--- src/rtl/adc_cap_pkg.sv ---
// Shared constants for the ADC capture buffer: sample width, default depth
// and the FSM state encodings that also drive the status/debug output.
package adc_cap_pkg;

    localparam int SAMPLE_W       = 8;
    localparam int DEPTH_LOG2_DEF = 8;

    localparam logic [1:0] ST_IDLE    = 2'd0;
    localparam logic [1:0] ST_ARMED   = 2'd1;
    localparam logic [1:0] ST_CAPTURE = 2'd2;
    localparam logic [1:0] ST_DONE    = 2'd3;

endpackage

--- src/rtl/adc_capture_buffer_sample_ram.sv ---
// Capture storage: one write port, one registered read port, no reset so it
// maps onto a block RAM.
module sample_ram
    import adc_cap_pkg::*;
#(
    parameter int DEPTH_LOG2 = DEPTH_LOG2_DEF
) (
    input  logic                  clk,
    input  logic                  we,
    input  logic [DEPTH_LOG2-1:0] waddr,
    input  logic [SAMPLE_W-1:0]   wdata,
    input  logic [DEPTH_LOG2-1:0] raddr,
    output logic [SAMPLE_W-1:0]   rdata
);

    logic [SAMPLE_W-1:0] mem [2**DEPTH_LOG2];
    logic [SAMPLE_W-1:0] rdata_q;

    always_ff @(posedge clk) begin
        if (we) begin
            mem[waddr] <= wdata;
        end
        rdata_q <= mem[raddr];
    end

    assign rdata = rdata_q;

endmodule

--- src/rtl/adc_capture_buffer.sv ---
// Triggered ADC capture: decimated sampling, level-crossing trigger, fills
// sample_ram once, then serves it a byte at a time to the SPI readout.
//
// state   | meaning
// IDLE    | inert after reset, waits for arm
// ARMED   | watching strobed samples for a trigger
// CAPTURE | writing one sample per strobe until the buffer is full
// DONE    | buffer frozen, readout active until the next arm
module adc_capture_buffer
    import adc_cap_pkg::*;
#(
    parameter int DEPTH_LOG2 = DEPTH_LOG2_DEF,
    parameter int DECIM_W    = 8
) (
    input  logic                clk,
    input  logic                rst,
    input  logic [SAMPLE_W-1:0] adc_d,
    input  logic                arm,
    input  logic                force_trig,
    input  logic [SAMPLE_W-1:0] trig_level,
    input  logic                trig_rising,
    input  logic [DECIM_W-1:0]  decim,
    input  logic                rd_next,
    output logic [SAMPLE_W-1:0] rd_data,
    output logic                rd_valid,
    output logic                done,
    output logic [1:0]          state
);

    localparam logic [DEPTH_LOG2-1:0] LAST_ADDR = '1;

    logic [SAMPLE_W-1:0]   s_reg_q, s_reg_d;
    logic [SAMPLE_W-1:0]   prev_q, prev_d;
    logic                  prev_ok_q, prev_ok_d;
    logic [DECIM_W-1:0]    dcnt_q, dcnt_d;
    logic [1:0]            state_q, state_d;
    logic [DEPTH_LOG2-1:0] wr_ptr_q, wr_ptr_d;
    // Extra MSB marks "every address consumed" so rd_valid can fall cleanly.
    logic [DEPTH_LOG2:0]   rd_ptr_q, rd_ptr_d;
    logic                  rd_valid_q, rd_valid_d;

    logic                  strobe;
    logic                  crossing;
    logic                  trigger;
    logic                  ram_we;
    logic [DEPTH_LOG2-1:0] ram_waddr;
    logic [SAMPLE_W-1:0]   ram_rdata;

    always_comb begin
        strobe   = (dcnt_q == '0);
        crossing = trig_rising ? ((prev_q <  trig_level) && (s_reg_q >= trig_level))
                               : ((prev_q >= trig_level) && (s_reg_q <  trig_level));
        trigger  = strobe && (force_trig || (prev_ok_q && crossing));

        s_reg_d    = adc_d;
        prev_d     = prev_q;
        prev_ok_d  = prev_ok_q;
        dcnt_d     = dcnt_q;
        state_d    = state_q;
        wr_ptr_d   = wr_ptr_q;
        rd_ptr_d   = rd_ptr_q;
        rd_valid_d = rd_valid_q;
        ram_we     = 1'b0;
        ram_waddr  = wr_ptr_q;

        if (arm) begin
            dcnt_d     = '0;
            prev_ok_d  = 1'b0;
            state_d    = ST_ARMED;
            wr_ptr_d   = '0;
            rd_ptr_d   = '0;
            rd_valid_d = 1'b0;
        end else begin
            dcnt_d = (dcnt_q >= decim) ? '0 : dcnt_q + 1'b1;
            if (strobe) begin
                prev_d    = s_reg_q;
                prev_ok_d = 1'b1;
            end

            case (state_q)
                ST_IDLE: begin
                end
                ST_ARMED: begin
                    if (trigger) begin
                        ram_we    = 1'b1;
                        ram_waddr = '0;
                        wr_ptr_d  = DEPTH_LOG2'(1);
                        state_d   = ST_CAPTURE;
                    end
                end
                ST_CAPTURE: begin
                    if (strobe) begin
                        ram_we   = 1'b1;
                        wr_ptr_d = wr_ptr_q + 1'b1;
                        if (wr_ptr_q == LAST_ADDR) begin
                            state_d  = ST_DONE;
                            rd_ptr_d = '0;
                        end
                    end
                end
                ST_DONE: begin
                    if (rd_next && rd_valid_q) begin
                        rd_ptr_d = rd_ptr_q + 1'b1;
                    end
                end
            endcase

            // Uses the current state so rd_valid trails done by one clock.
            rd_valid_d = (state_q == ST_DONE) && !rd_ptr_d[DEPTH_LOG2];
        end
    end

    always_ff @(posedge clk or negedge rst) begin
        if (!rst) begin
            s_reg_q    <= '0;
            prev_q     <= '0;
            prev_ok_q  <= 1'b0;
            dcnt_q     <= '0;
            state_q    <= ST_IDLE;
            wr_ptr_q   <= '0;
            rd_ptr_q   <= '0;
            rd_valid_q <= 1'b0;
        end else begin
            s_reg_q    <= s_reg_d;
            prev_q     <= prev_d;
            prev_ok_q  <= prev_ok_d;
            dcnt_q     <= dcnt_d;
            state_q    <= state_d;
            wr_ptr_q   <= wr_ptr_d;
            rd_ptr_q   <= rd_ptr_d;
            rd_valid_q <= rd_valid_d;
        end
    end

    // Read address follows the next pointer, so the byte is ready one clock
    // after the consuming rd_next and back-to-back reads never repeat a byte.
    sample_ram #(
        .DEPTH_LOG2 (DEPTH_LOG2)
    ) u_ram (
        .clk   (clk),
        .we    (ram_we),
        .waddr (ram_waddr),
        .wdata (s_reg_q),
        .raddr (rd_ptr_d[DEPTH_LOG2-1:0]),
        .rdata (ram_rdata)
    );

    assign rd_data  = rd_valid_q ? ram_rdata : '0;
    assign rd_valid = rd_valid_q;
    assign done     = (state_q == ST_DONE);
    assign state    = state_q;

endmodule

--- config.mk ---
export PLATFORM = sky130hd
export DESIGN_NAME = adc_capture_buffer
export DESIGN_NICKNAME = d
export VERILOG_FILES = /design/src/rtl/adc_cap_pkg.sv /design/src/rtl/adc_capture_buffer_sample_ram.sv /design/src/rtl/adc_capture_buffer.sv
export SDC_FILE = /design/constraint.sdc
export NUM_CORES = 2
export LEC_CHECK = 0
export ABC_AREA = 1
export CORE_AREA = 10 10 400 402
export CTS_CLUSTER_SIZE = 8
export DETAILED_ROUTE_END_ITERATION = 10
export DIE_AREA = 0 0 410 412
export PLACE_DENSITY = 0.76
export REMOVE_ABC_BUFFERS = 1
export SYNTH_ARGS = -nofsm -noshare
export SYNTH_HDL_FRONTEND = slang
export SYNTH_SLANG_ARGS = --single-unit
--- constraint.sdc ---
create_clock -name clk -period 12.7 [get_ports clk]
set_input_delay 2.54 -clock clk [delete_from_list [all_inputs] [get_ports clk]]
set_output_delay 2.54 -clock clk [all_outputs]
set_load 0.01 [all_outputs]
==> run_results.csv <==
group,metric,value,unit
global_route,grt_pass1_wl,373.7,mm
synth,synth_area,0.09070,mm²
cells_and_area,nets,8298,
synth,ys.flop_type,"edfxtp_1",
worst_setup_path,path_delay_family,"simple AND/OR/NAND/NOR gates",
cells_and_area,final_util,66.30,%
sta,finalWorstPathRequiredPeriod,7.610,ns
sta,fmax,131.4,MHz
power_and_ir_drop,peakVddDrop,0.1676,mV
sta,worst_slew_pin_slew,1.213,ns
cells_and_area,mostFrequentLayoutCells,"nand2_1, edfxtp_1, nand3_1",
power_and_ir_drop,clockPowerShare,45.7,%
worst_setup_path,worstPathMaxFanout,20,
job,drv_cap,0,
clock_network,clock-sinks,2101,
placement,post-dp-hpwl,132.9,mm
clock_network,cts_buffers,313,
placement,place_area,0.09216,mm²
drt,vias,63950,
synth,yosys.cell_types.count,38,
worst_setup_path,endpoint_kind,"register",
drt,dr.pass1.iters,7,
drt,ant_nets,0,
drt,drc_errors,0,
floorplan,die_x,410,µm
floorplan,ios,42,
sta,rsz0062_at_grt,"no",
floorplan,rows,143,
synth,synth_edf_count,2048,
cells_and_area,area_delta_synth_final,10.79,%
cells_and_area,layout-drive-gt1-share,5.652,%
worst_setup_path,start_kind,"input pin",
sta,period_share,59.93,%
hold_path,min_from,"prev_q[0]",
power_and_ir_drop,power_switching,0.003474,W
synth,ys_ff_latch,2101,
floorplan,start_util,59.85,%
worst_setup_path,crit_chain,"clkdlybuf4s50_1 > inv_1 > ha_1 > inv_1 > nor2_1 > nor2_1 > o21ai_0 > nand2_1 > o211a_1 > o21ai_0 > a21oi_1 > o21bai_1 > nand3_2 > a21oi_2 > nand3_2 > nor2_1",
power_and_ir_drop,powerDensity,157.5,mW/mm²
clock_network,post_cts_buffers,0,
sta,drv_slew,0,
drt,wl_per_cell,24.07,µm
drt,via_per_inst,6.190,
worst_setup_path,reg2reg_from,"s_reg_q[0]",
power_and_ir_drop,p_seq_share,48.7,%
power_and_ir_drop,intPower,0.01235,W
placement,gp_congestion,0.9070,
clock_network,post_cts_resized,0,
synth,synth_area_leaders,"edfxtp_1, nand2_1, nand3_1, nand3b_1, inv_1",
outcome,status,"complete, no violations",
synth,netlist.top_cell.by_area,"edfxtp_1",
worst_setup_path,crit_arrival,8.14,ns
synth,synth_cells,8357,
global_route,gr-total-overflow,0,
sta,maxSlewHeadroom,18.89,%
synth,ys_warn_count,0,
worst_setup_path,required,13.23,ns
synth,syn_area_per_cell,10.85,µm²
cells_and_area,final_area,0.1005,mm²
clock_network,clkLatencyLatePin,0.90,ns
cells_and_area,multi_input_comb_area,0.02382,mm²
power_and_ir_drop,swShare,21.95,%
clock_network,cts_tree,"done",
sta,clock-skew-final,0.05105,ns
worst_setup_path,path_class,"input pin to register",
sta,hold_violations,0,
worst_setup_path,cp-startpoint,"trig_level[1]",
synth,synthArstFlopShare,2.142,%
worst_setup_path,critPathMostFrequentCell,"nor2_1",
cells_and_area,register_area,0.06282,mm²
worst_setup_path,max_stage_delay,1.16,ns
drt,drt-total-wl,248.6,mm
synth,synth.top_cell.area_share,67.80,%
cells_and_area,nFillCells,10720,
power_and_ir_drop,leakage,37.63,nW
global_route,grtUsageTotal,28.83,%
cells_and_area,layout_commonest_cell,"nand2_1",
hold_path,hp-class,"register to register",
clock_network,path_clk_slew,0.05,ns
floorplan,die_h,412,µm
synth,yosysSeqAreaShare,69.22,%
worst_setup_path,critPathBufInv,3,
placement,portBuffers,41,
global_route,grt_pass1_vias,62450,
floorplan,core,0.1515,mm²
clock_network,cts-root-buf,"clkbuf_16",
placement,numPlacedInstances,9952,
global_route,grt_max_degree,209,
clock_network,cts_hold_buf,0,
cells_and_area,stdcell_count,10330,
worst_setup_path,slowest_stage,"nand3_2",
global_route,antenna_found_initial,4,
floorplan,die-area,0.1689,mm²
clock_network,cts_buffer_depth,4,
power_and_ir_drop,comb_power_share,5.6,%
sta,setup_viol,0,
drt,drtIter0Drc,9285,
clock_network,h-tree-depth,5,
## metal layers
| metal | track usage, % | wire length, µm | up-vias | part of all wire [%] |
|---|---|---|---|---|
| li1 | - | - | 28200 | - |
| met1 | 38.82 | 93400 | 30730 | 38 |
| met2 | 44.30 | 112900 | 4359 | 45 |
| met3 | 8.130 | 32160 | 652 | 13 |
| met4 | 11.93 | 10130 | 4 | 4.1 |
| met5 | 0 | 28 | - | 0.011 |
## stage by stage
step	setup slack (ns)	total power (W)	hold WS [ns]	setup TNS [ns]
CTS	5.350	0.01583	0.4954	0
floorplan	-15.14	0.008390	0.4530	-131.26
finish	5.090	0.01583	0.4959	0
detailed placement	4.459	0.008690	0.4829	0
global placement	4.441	0.008679	0.4683	0
global route	4.889	0.01623	0.5331	0
## cells in the mapped netlist (6+ instances only)
| cell | count |
|---|---|
| ha_1 | 31 |
| dfxtp_1 | 8 |
| o21ai_0 | 33 |
| buf_6 | 8 |
| buf_1 | 59 |
| o211ai_2 | 30 |
| o211ai_1 | 21 |
| mux2_2 | 7 |
| a21oi_1 | 13 |
| dfrtp_1 | 45 |
| edfxtp_1 | 2048 |
| inv_1 | 472 |
| nand4_1 | 6 |
| buf_2 | 233 |
| xor2_1 | 6 |
| nand3b_1 | 323 |
| nand2_1 | 2862 |
| nor2_1 | 298 |
| o21a_1 | 6 |
| clkbuf_1 | 238 |
| nor3_1 | 13 |
| nand3_1 | 1565 |
## power by group through the flow
stage | Sequential, W | Combinational (W) | Clock (W)
finish | 0.00771 | 0.000889 | 0.00723
global route | 0.00770 | 0.000959 | 0.00757
CTS | 0.00770 | 0.000868 | 0.00726
detailed placement | 0.00783 | 0.000859 | 0
global placement | 0.00783 | 0.000849 | 0
floorplan | 0.00786 | 0.000526 | 0
## cells by family after synthesis
family / synth area share [%]
compound gates: 0.9574
xor+xnor: 0.07725
fa+ha+maj: 0.4276
buf+inv: 4.627
flops: 69.22
mux: 0.08691
simple gates: 24.60
## worst reg2reg max path, cell delays in order (launching register included)
cell      delay, ns
dfrtp_4        0.99
inv_1          0.16
ha_1           0.23
inv_1          0.05
a21oi_1        0.05
o21ai_0        0.14
nand2_1        0.09
nand2_1        0.07
nor2_1         0.05
o21ai_0        0.08
nand2_1        0.07
nand2_1        0.07
nand2_1        0.05
o21bai_1       0.52
nand3_2        0.48
a21oi_2        0.89
nand3_2        1.16
nor2_1         1.02
## sequential cells by signal, summed over array words and instances (netlist names)
| signal | cells |
|---|---|
| prev_q | 8 |
| prev_ok_q | 1 |
| s_reg_q | 8 |
| u_ram.rdata | 8 |
| rd_ptr_q | 9 |
| dcnt_q | 8 |
| u_ram.mem | 2048 |
| rd_valid | 1 |
| wr_ptr_q | 8 |
| state | 2 |
## path summary, 6_finish.rpt
| kind | end | slack (ns) | cells after the start |
|---|---|---|---|
| worst max-delay path | u_ram.mem[140][5] | 5.09 | 16 |
| worst min-delay path | prev_q[0] | 0.50 | 2 |
| worst max register to register | u_ram.mem[140][5] | 6.16 | 17 |
| worst min register to register | prev_q[0] | 0.50 | 2 |
| max in group asynchronous | s_reg_q[0] | 10.45 | 2 |
| min in group asynchronous | s_reg_q[6] | 1.75 | 2 |
## final cells by class
cell class,count,share of cell area (%)
Antenna cell,3,0.007471
Inverter,478,1.819
Timing Repair Buffer,107,1.146
Multi-Input combinational cell,5236,23.71
Tap cell,2030,2.528
Clock inverter,6,0.08094
Clock buffer,370,8.198
Sequential cell,2101,62.51
Note: power is estimated with default switching activity, not from simulation.
